## config.mk

```make
export PLATFORM = sky130hd
export DESIGN_NAME = wdata_arb_mux
export DESIGN_NICKNAME = d
export VERILOG_FILES = /design/src/rtl/wdata_arb_mux.sv
export SDC_FILE = /design/constraint.sdc
export NUM_CORES = 1
export LEC_CHECK = 0
export BUFFER_PORTS_ARGS = -buffer_cell sky130_fd_sc_hd__buf_4
export CAP_MARGIN = 5
export CORE_MARGIN = 2
export CORE_UTILIZATION = 45
export CTS_CLUSTER_DIAMETER = 150
export CTS_CLUSTER_SIZE = 25
export DETAILED_ROUTE_END_ITERATION = 12
export PLACE_DENSITY = 0.79
export SLEW_MARGIN = 20
export SYNTH_ARGS = -nofsm -noshare
export SYNTH_HDL_FRONTEND = slang
export SYNTH_SLANG_ARGS = --single-unit
```

## constraint.sdc

```tcl
create_clock -name clk -period 2.2 [get_ports clk]
set_input_delay 0.44 -clock clk [delete_from_list [all_inputs] [get_ports clk]]
set_output_delay 0.44 -clock clk [all_outputs]
set_load 0.01 [all_outputs]
```

## src/rtl/wdata_arb_mux.sv

```systemverilog
// ---------------------------------------------------------------------------
// wdata_arb_mux
//
// Write-data multiplexer that sits between several master write ports and a
// single slave-side write-data bus. When a transfer starts, the one-hot
// arbiter grant is captured. That master stays selected for the whole burst.
// Each beat passes through one output register that uses a valid/ready
// handshake. The final beat of the burst is marked with s_wlast.
//
// Ports
//   clk        system clock, rising edge
//   rst        synchronous reset, active-high
//   grant      one-hot grant from the arbiter, sampled only on start
//   start      single-cycle pulse that begins a transfer for grant
//   burst_len  number of beats minus one (0 = single beat)
//   m_wdata    packed master data, master i at [i*DATA_W +: DATA_W]
//   m_wvalid   per-master beat valid
//   m_wready   per-master beat accept (only the selected master can see 1)
//   s_wdata    registered slave-side write data
//   s_wvalid   registered slave-side beat valid
//   s_wlast    final beat of the burst, qualified by s_wvalid
//   s_wready   slave accepts the beat held in the output register
//   busy       a transfer is in progress
//   err        single-cycle pulse when start arrives with a zero or
//              multi-hot grant
// ---------------------------------------------------------------------------
module wdata_arb_mux #(
    parameter int NUM_MASTERS = 2,
    parameter int DATA_W      = 32,
    parameter int BURST_W     = 4
) (
    input  logic                          clk,
    input  logic                          rst,
    input  logic [NUM_MASTERS-1:0]        grant,
    input  logic                          start,
    input  logic [BURST_W-1:0]            burst_len,
    input  logic [NUM_MASTERS*DATA_W-1:0] m_wdata,
    input  logic [NUM_MASTERS-1:0]        m_wvalid,
    output logic [NUM_MASTERS-1:0]        m_wready,
    output logic [DATA_W-1:0]             s_wdata,
    output logic                          s_wvalid,
    output logic                          s_wlast,
    input  logic                          s_wready,
    output logic                          busy,
    output logic                          err
);

    localparam int SEL_W = (NUM_MASTERS > 1) ? $clog2(NUM_MASTERS) : 1;

    localparam logic [1:0] IDLE  = 2'd0;
    localparam logic [1:0] XFER  = 2'd1;
    localparam logic [1:0] DRAIN = 2'd2;

    localparam logic [BURST_W:0] CNT_ONE = 1;

    logic [1:0]         state;
    logic [SEL_W-1:0]   sel;
    logic [BURST_W-1:0] len;
    logic [BURST_W:0]   acc_cnt;

    logic [SEL_W-1:0]   grant_idx;
    logic               grant_ok;
    logic               sel_wvalid;
    logic [DATA_W-1:0]  sel_wdata;
    logic               out_free;
    logic               accept;
    logic               beat_last;

    // Encode the one-hot grant into a master index. The result is only used
    // when the grant has been confirmed to be one-hot.
    always_comb begin
        grant_idx = '0;
        for (int i = 0; i < NUM_MASTERS; i++) begin
            if (grant[i]) begin
                grant_idx = SEL_W'(i);
            end
        end
        grant_ok = $onehot(grant);
    end

    // Path from the selected master. The output register can accept a new
    // beat when it is empty or when it is being drained in this same cycle.
    // This allows one beat per cycle while s_wready stays high.
    // acc_cnt is one bit wider than len. This lets a maximum-length burst
    // reach its last compare without the counter wrapping.
    always_comb begin
        sel_wvalid = m_wvalid[sel];
        sel_wdata  = m_wdata[int'(sel) * DATA_W +: DATA_W];
        out_free   = !s_wvalid || s_wready;
        accept     = (state == XFER) && sel_wvalid && out_free;
        beat_last  = (acc_cnt == {1'b0, len});
    end

    // Only the latched master is offered ready, and only while beats are
    // still being collected. During IDLE and DRAIN every master sees 0.
    always_comb begin
        m_wready = '0;
        if (state == XFER) begin
            m_wready[sel] = out_free;
        end
    end

    assign busy = (state != IDLE);

    // Transfer control and the output register. A start that arrives while
    // busy is ignored. A stalled output (valid high, ready low) holds its
    // contents because no accept can occur while m_wready is low. A reset
    // during a burst drops the partial burst and issues no last beat.
    always_ff @(posedge clk) begin
        if (rst) begin
            state    <= IDLE;
            sel      <= '0;
            len      <= '0;
            acc_cnt  <= '0;
            s_wdata  <= '0;
            s_wvalid <= 1'b0;
            s_wlast  <= 1'b0;
            err      <= 1'b0;
        end else begin
            err <= 1'b0;
            case (state)
                IDLE: begin
                    if (start) begin
                        if (grant_ok) begin
                            sel     <= grant_idx;
                            len     <= burst_len;
                            acc_cnt <= '0;
                            state   <= XFER;
                        end else begin
                            err <= 1'b1;
                        end
                    end
                end
                XFER: begin
                    if (accept) begin
                        s_wdata  <= sel_wdata;
                        s_wvalid <= 1'b1;
                        s_wlast  <= beat_last;
                        acc_cnt  <= acc_cnt + CNT_ONE;
                        if (beat_last) begin
                            state <= DRAIN;
                        end
                    end else if (s_wready) begin
                        s_wvalid <= 1'b0;
                        s_wlast  <= 1'b0;
                    end
                end
                DRAIN: begin
                    if (s_wvalid && s_wready) begin
                        s_wvalid <= 1'b0;
                        s_wlast  <= 1'b0;
                        state    <= IDLE;
                    end
                end
                default: begin
                    state <= IDLE;
                end
            endcase
        end
    end

endmodule

```

**Word-level counts from Yosys, hierarchy flattened**

Index checks and enable logic that the tools add are counted.

- Flip-flop bits (word level): 47
- Input port bits: 76
- Output and inout bits: 38

- $add $sub $neg: 2
- Magnitude comparators: 2
- Eq/ne operators: 10
- Shifts and indexed selects: 1
- Muxes and demuxes: 23
- Bitwise operators: 3
- Reduce and logical (&&, ||, !) cells: 16

Operator list:

| cell | count |
|---|---|
| 64-bit by 7-bit variable part select with 32-bit output | 1 |
| 5-bit two-way mux | 3 |
| 2-bit two-way mux | 6 |
| 2-bit != test, second input constant | 5 |
| 5-bit one-hot mux with 2 select lines | 1 |
| 1-bit two-way mux | 9 |
| 2-bit one-hot mux with 3 select lines | 1 |
| 3-bit AND reduction | 2 |
| 2-bit nonzero test | 3 |
| 5-bit by 1-bit adder with 5-bit output, second input constant | 1 |
| 5-bit by 4-bit == test with 1-bit output | 1 |
| 5-bit AND reduction | 1 |
| 2-bit by 1-bit == test with 1-bit output, second input constant | 2 |
| 1-bit logical AND | 4 |
| 1-bit one-hot mux with 2 select lines | 2 |
| 4-bit AND reduction | 1 |
| 3-bit != test, second input constant | 1 |
| 3-bit OR reduction | 1 |
| 1-bit by 1-bit adder with 2-bit output | 1 |
| 2-bit AND | 1 |
| 2-bit == test, second input constant | 1 |
| 2-bit logical NOT | 1 |
| 1-bit by 2-bit less-than comparator with 1-bit output, second input constant | 1 |
| 1-bit inverter | 2 |
| other kinds (5) | 5 |

**Depth between registers and ports, before layout**

- Word-level depth: 6
- Depth in mapped cells: 7

**Worst setup path after synthesis**

OpenSTA, ideal clock, no wires.

- Path type: reg-to-reg
- Start: register sel
- End: register s_wdata[10]
- Library setup time: 0.081 ns
- Arrival: 1.461 ns
- Data required time: 2.119 ns
- Slack: 0.658 ns
- Stages on the path, launching flop included: 8
- Clock period less this slack: 1.542 ns
- Cells stage by stage: dfxtp_1 buf_6 mux2_4 and3_4 buf_6 buf_6 buf_6 a211oi_2

- Longest elaborated chain between the ends: 5

RTL lines:

| what | line | source |
|---|---|---|
| start, declared | 57 | `logic [SEL_W-1:0] sel;` |
| start signal, assigned | 125 | `sel <= grant_idx;` |
| branches (longest 5 deep; another with 64-bit by 7-bit variable part select with 32-bit output) | - |  |
| end signal, assigned | 136 | `s_wdata <= sel_wdata;` |
| end, declared | 40 | `output logic [DATA_W-1:0] s_wdata,` |

Several ways; the timed one is not identified. The select of a mux whose other input is x is not followed.
A chain may end at the register's enable or synchronous reset.

**Final worst setup path**

- Start: register state[1]
- End: register s_wdata[27]

- Longest elaborated chain between the ends: 4

RTL lines:

| what | line | source |
|---|---|---|
| start, declared | 56 | `logic [1:0] state;` |
| start signal, assigned | 111 | `state <= IDLE;` |
| start signal, assigned | 128 | `state <= XFER;` |
| start signal, assigned | 141 | `state <= DRAIN;` |
| 2-bit by 1-bit == test with 1-bit output (*) | 90, 121 |  |
| 1-bit logical AND (2 in a row) | 90 | `accept = (state == XFER) && sel_wvalid && out_free;` |
| 2-bit AND reduction (no source line) (*) | - |  |

Mark *: on every way between the ends. The rest lies on a longest branch, timed or not.

==> impl_metrics.py <==
metrics = {
    "drt": {
        "antenna_left": 0,
        "drt_pre_antenna_iters": 4,
        "drt_first_iter_violations": 109,
        "routed-via-count": 2048,
        "route.detailed.vias_per_inst": 5.03,
        "routedWlPerCell_um": 13.4,
        "totalWireLength_um": 5460,
        "number_of_remaining_drc_errors": 0,
    },
    "timing": {
        "hold-worst-slack_ps": 376,
        "slew-limit-headroom_pct": 67.0,
        "final.setup.worst_slack_ps": 404,
        "post-route-min-period_ps": 1800,
        "post_route_setup_tns_ps": 0,
        "skew_ps": 8.88,
        "hold_viol": 0,
        "fmax_ghz": 0.557,
        "slew_viols_final": 0,
        "worstMarginPinSlew_ps": 495,
        "timing.final.crit_share_pct": 81.6,
        "rsz_0062_raised_after_global_routing": "false",
        "final-setup-viol-count": 0,
    },
    "floorplanning": {
        "placeableCoreArea_um2": 4790,
        "die_area_um2": 5600,
        "floorplan.io_pins": 114,
        "floorplan.initialDensity_pct": 47.2,
        "die_w_um": 74.9,
        "floorplan.rows": 25,
        "die_height_um": 74.9,
    },
    "power_and_ir_drop": {
        "post-layout-total-power_mw": 1.92,
        "sw_frac_of_total_pct": 27.9,
        "p_switching_uw": 536,
        "internal-power_mw": 1.39,
        "power_leakage_nw": 1.31,
        "p_per_area_nw_per_um2": 599,
        "power_frac_clock_pct": 26.1,
        "comb_power_share_pct": 24.6,
        "share_seq_of_total_power_pct": 49.3,
        "ir_drop_mv": 0.297,
    },
    "placement": {
        "numPortBuffers": 113,
        "detailedPlacementHpwl_um": 4120,
        "place_worst_setup_slack_ps": 362,
        "finalWeightedCongestion": 0.809,
    },
    "critical_path": {
        "timing.critical_path.from": "state[1]",
        "worst_setup_path_end_kind": "flip-flop",
        "reg2reg_path_depth": 5,
        "r2r_start": "state[1]",
        "rr_endpoint": "s_wdata[27]",
        "cp_data_arrival_time_ps": 2010,
        "critPathKind": "flip-flop to flip-flop",
        "setup.reg_to_reg.worst_slack_ps": 400,
        "cp-start-kind": "flip-flop",
        "path_max_fanout": 32,
        "crit_required_ps": 2410,
    },
    "yosys": {
        "synthesis.yosys.warnings": 0,
        "netlist_area_um2": 2260,
        "synth_seq_area_share_pct": 41.6,
        "syn_area_per_cell_um2": 9.78,
        "synth.distinct_cells": 34,
        "postSynthNetCount": 308,
        "postSynthRegisterBits": 47,
        "post_synth_inst_count": 231,
    },
    "run": {
        "cap_violations": 0,
    },
    "clock_network": {
        "tritoncts_num_sinks": 47,
        "cts_buffer_depth": 2,
        "cts.repair.resized": 0,
        "post_cts_buffers": 0,
        "worst_skew_pair.late_latency_ps": 300,
        "htreeDepth": 2,
        "tritoncts": "yes",
        "cts.clk_slew.worst_paths_ps": 90,
        "clock_tree.root_cell": "clkbuf_8",
        "post_cts_hold_buffer_count": 0,
        "cts_buffer_count": 5,
    },
    "layout": {
        "nNetsFinal": 416,
        "drive_above_1_share_pct": 44.1,
        "antenna_cells": 0,
        "areaGrowthSynthToFinish_pct": 42.0,
    },
    "min_path": {
        "whs_path_depth": 3,
        "min-delay-start": "burst_len[3]",
        "min_to": "len[3]",
        "min-delay-path-class": "input pin to flip-flop",
    },
    "global_routing": {
        "grt_pass1_wl_um": 8310,
        "grt.total_usage_pct": 19.8,
        "antenna_found_initial": 0,
        "maximum_number_of_pins_on_one_net_before_global_route_repair": 38,
        "via_count_of_the_first_global_routing_pass": 1773,
        "grt_overflow": 0,
    },
    "status": {
        "result_of_the_run": "complete, no violations",
    },
}
layout make-up:
type | instances | area (µm²)
fillers | 420 | 1580
repair buffers | 119 | 893
clock inverters | 1 | 5.00
well taps | 67 | 83.8
flip-flops and latches | 47 | 942
inverters | 1 | 3.75
clock buffers | 7 | 76.3
multi-input cells | 165 | 1200
power groups by stage:
stage / Combinational [mW] / Sequential, mW / Clock [mW]
CTS: 0.479 / 0.946 / 0.511
finish: 0.473 / 0.946 / 0.501
global placement: 0.467 / 0.965 / 0
detailed placement: 0.477 / 0.965 / 0
global route: 0.518 / 0.955 / 0.551
floorplan: 0.245 / 0.979 / 0
cells in the final DEF, fill, tap and decap left out, drive strengths merged, types with 4 or more instances in the layout:
cell type,netlist,layout
mux2i,33,33
buf,9,119
nand2,14,14
a21oi,10,10
xor2,5,5
dfxtp,47,47
nor2,36,36
a211oi,32,32
nand3,4,4
clkbuf,9,7
cell families after synthesis:
group,share of synthesized area (%)
compound gates,21.1
fa+ha+maj,0.554
mux,15.3
simple gates,14.5
flops,41.6
buf+inv,5.04
xor+xnor,1.94
state kept, by name, summed over array words and instances, names as in the netlist:
name      count
acc_cnt       5
s_wlast       1
s_wdata      32
sel           1
state         2
s_wvalid      1
err           1
len           4
through the flow:
step / util (%) / area, µm² / cells
2_1_floorplan: - / 2260 / 231
3_3_place_gp: 65.4 / 3130 / 399
3_5_place_dp: 65.4 / 3130 / 399
4_1_cts: 67.1 / 3210 / 407
5_1_grt: 67.1 / 3210 / 407
6_report: 67.1 / 3210 / 407
Yosys cell counts:
library cell	instances	share of area (%)
nor3b_1	3	1.0
xor2_1	5	1.9
a21boi_0	3	1.0
and3_4	1	0.50
nor3_1	1	0.22
clkbuf_1	9	1.5
and3_1	1	0.28
mux2i_1	33	15
nand2_1	14	2.3
a31oi_1	1	0.28
a211oi_1	12	4.0
o21ai_0	2	0.44
o21ba_2	1	0.44
and2b_1	1	0.33
mux2_4	1	0.66
or3_1	2	0.55
nand2b_1	3	0.83
o211ai_1	3	1.0
a21oi_1	10	2.2
nand3_1	4	0.89
buf_6	5	2.5
o21a_1	1	0.33
nand4_1	1	0.28
inv_1	1	0.17
and2_1	1	0.28
a211oi_2	20	11
nand3b_1	1	0.33
or2_2	1	0.28
nand4b_1	1	0.39
nor2_1	36	6.0
a21o_1	1	0.33
ha_1	1	0.55
buf_2	4	0.89
dfxtp_1	47	42
metal layers:
metal / share of wire, % / global-route usage [%] / up-vias
met5: 0 / 0 / -
met4: 1.4 / 6.94 / 0
met3: 7.9 / 8.03 / 9
met2: 49 / 30.6 / 71
met1: 42 / 25.0 / 929
li1: - / - / 1039
worst max-delay path, stage by stage (launching register included):
cell	delay, ps
dfxtp_1	380
and2b_1	310
and3_4	460
buf_4	270
nor2_1	60
a211oi_1	220
how the worst max path moves through the flow:
| stage | endpoint | slack [ps] | cells past startpoint |
|---|---|---|---|
| 6_report | s_wdata[27] | 400 | 5 |
| 5_1_grt | s_wdata[27] | 260 | 5 |
| 4_1_cts | m_wready[1] | 410 | 3 |
| 3_5_place_dp | s_wdata[27] | 360 | 6 |
| 3_3_place_gp | s_wdata[30] | 460 | 6 |
| 2_1_floorplan | s_wdata[10] | 660 | 7 |
(Power assumes the default switching activity.)
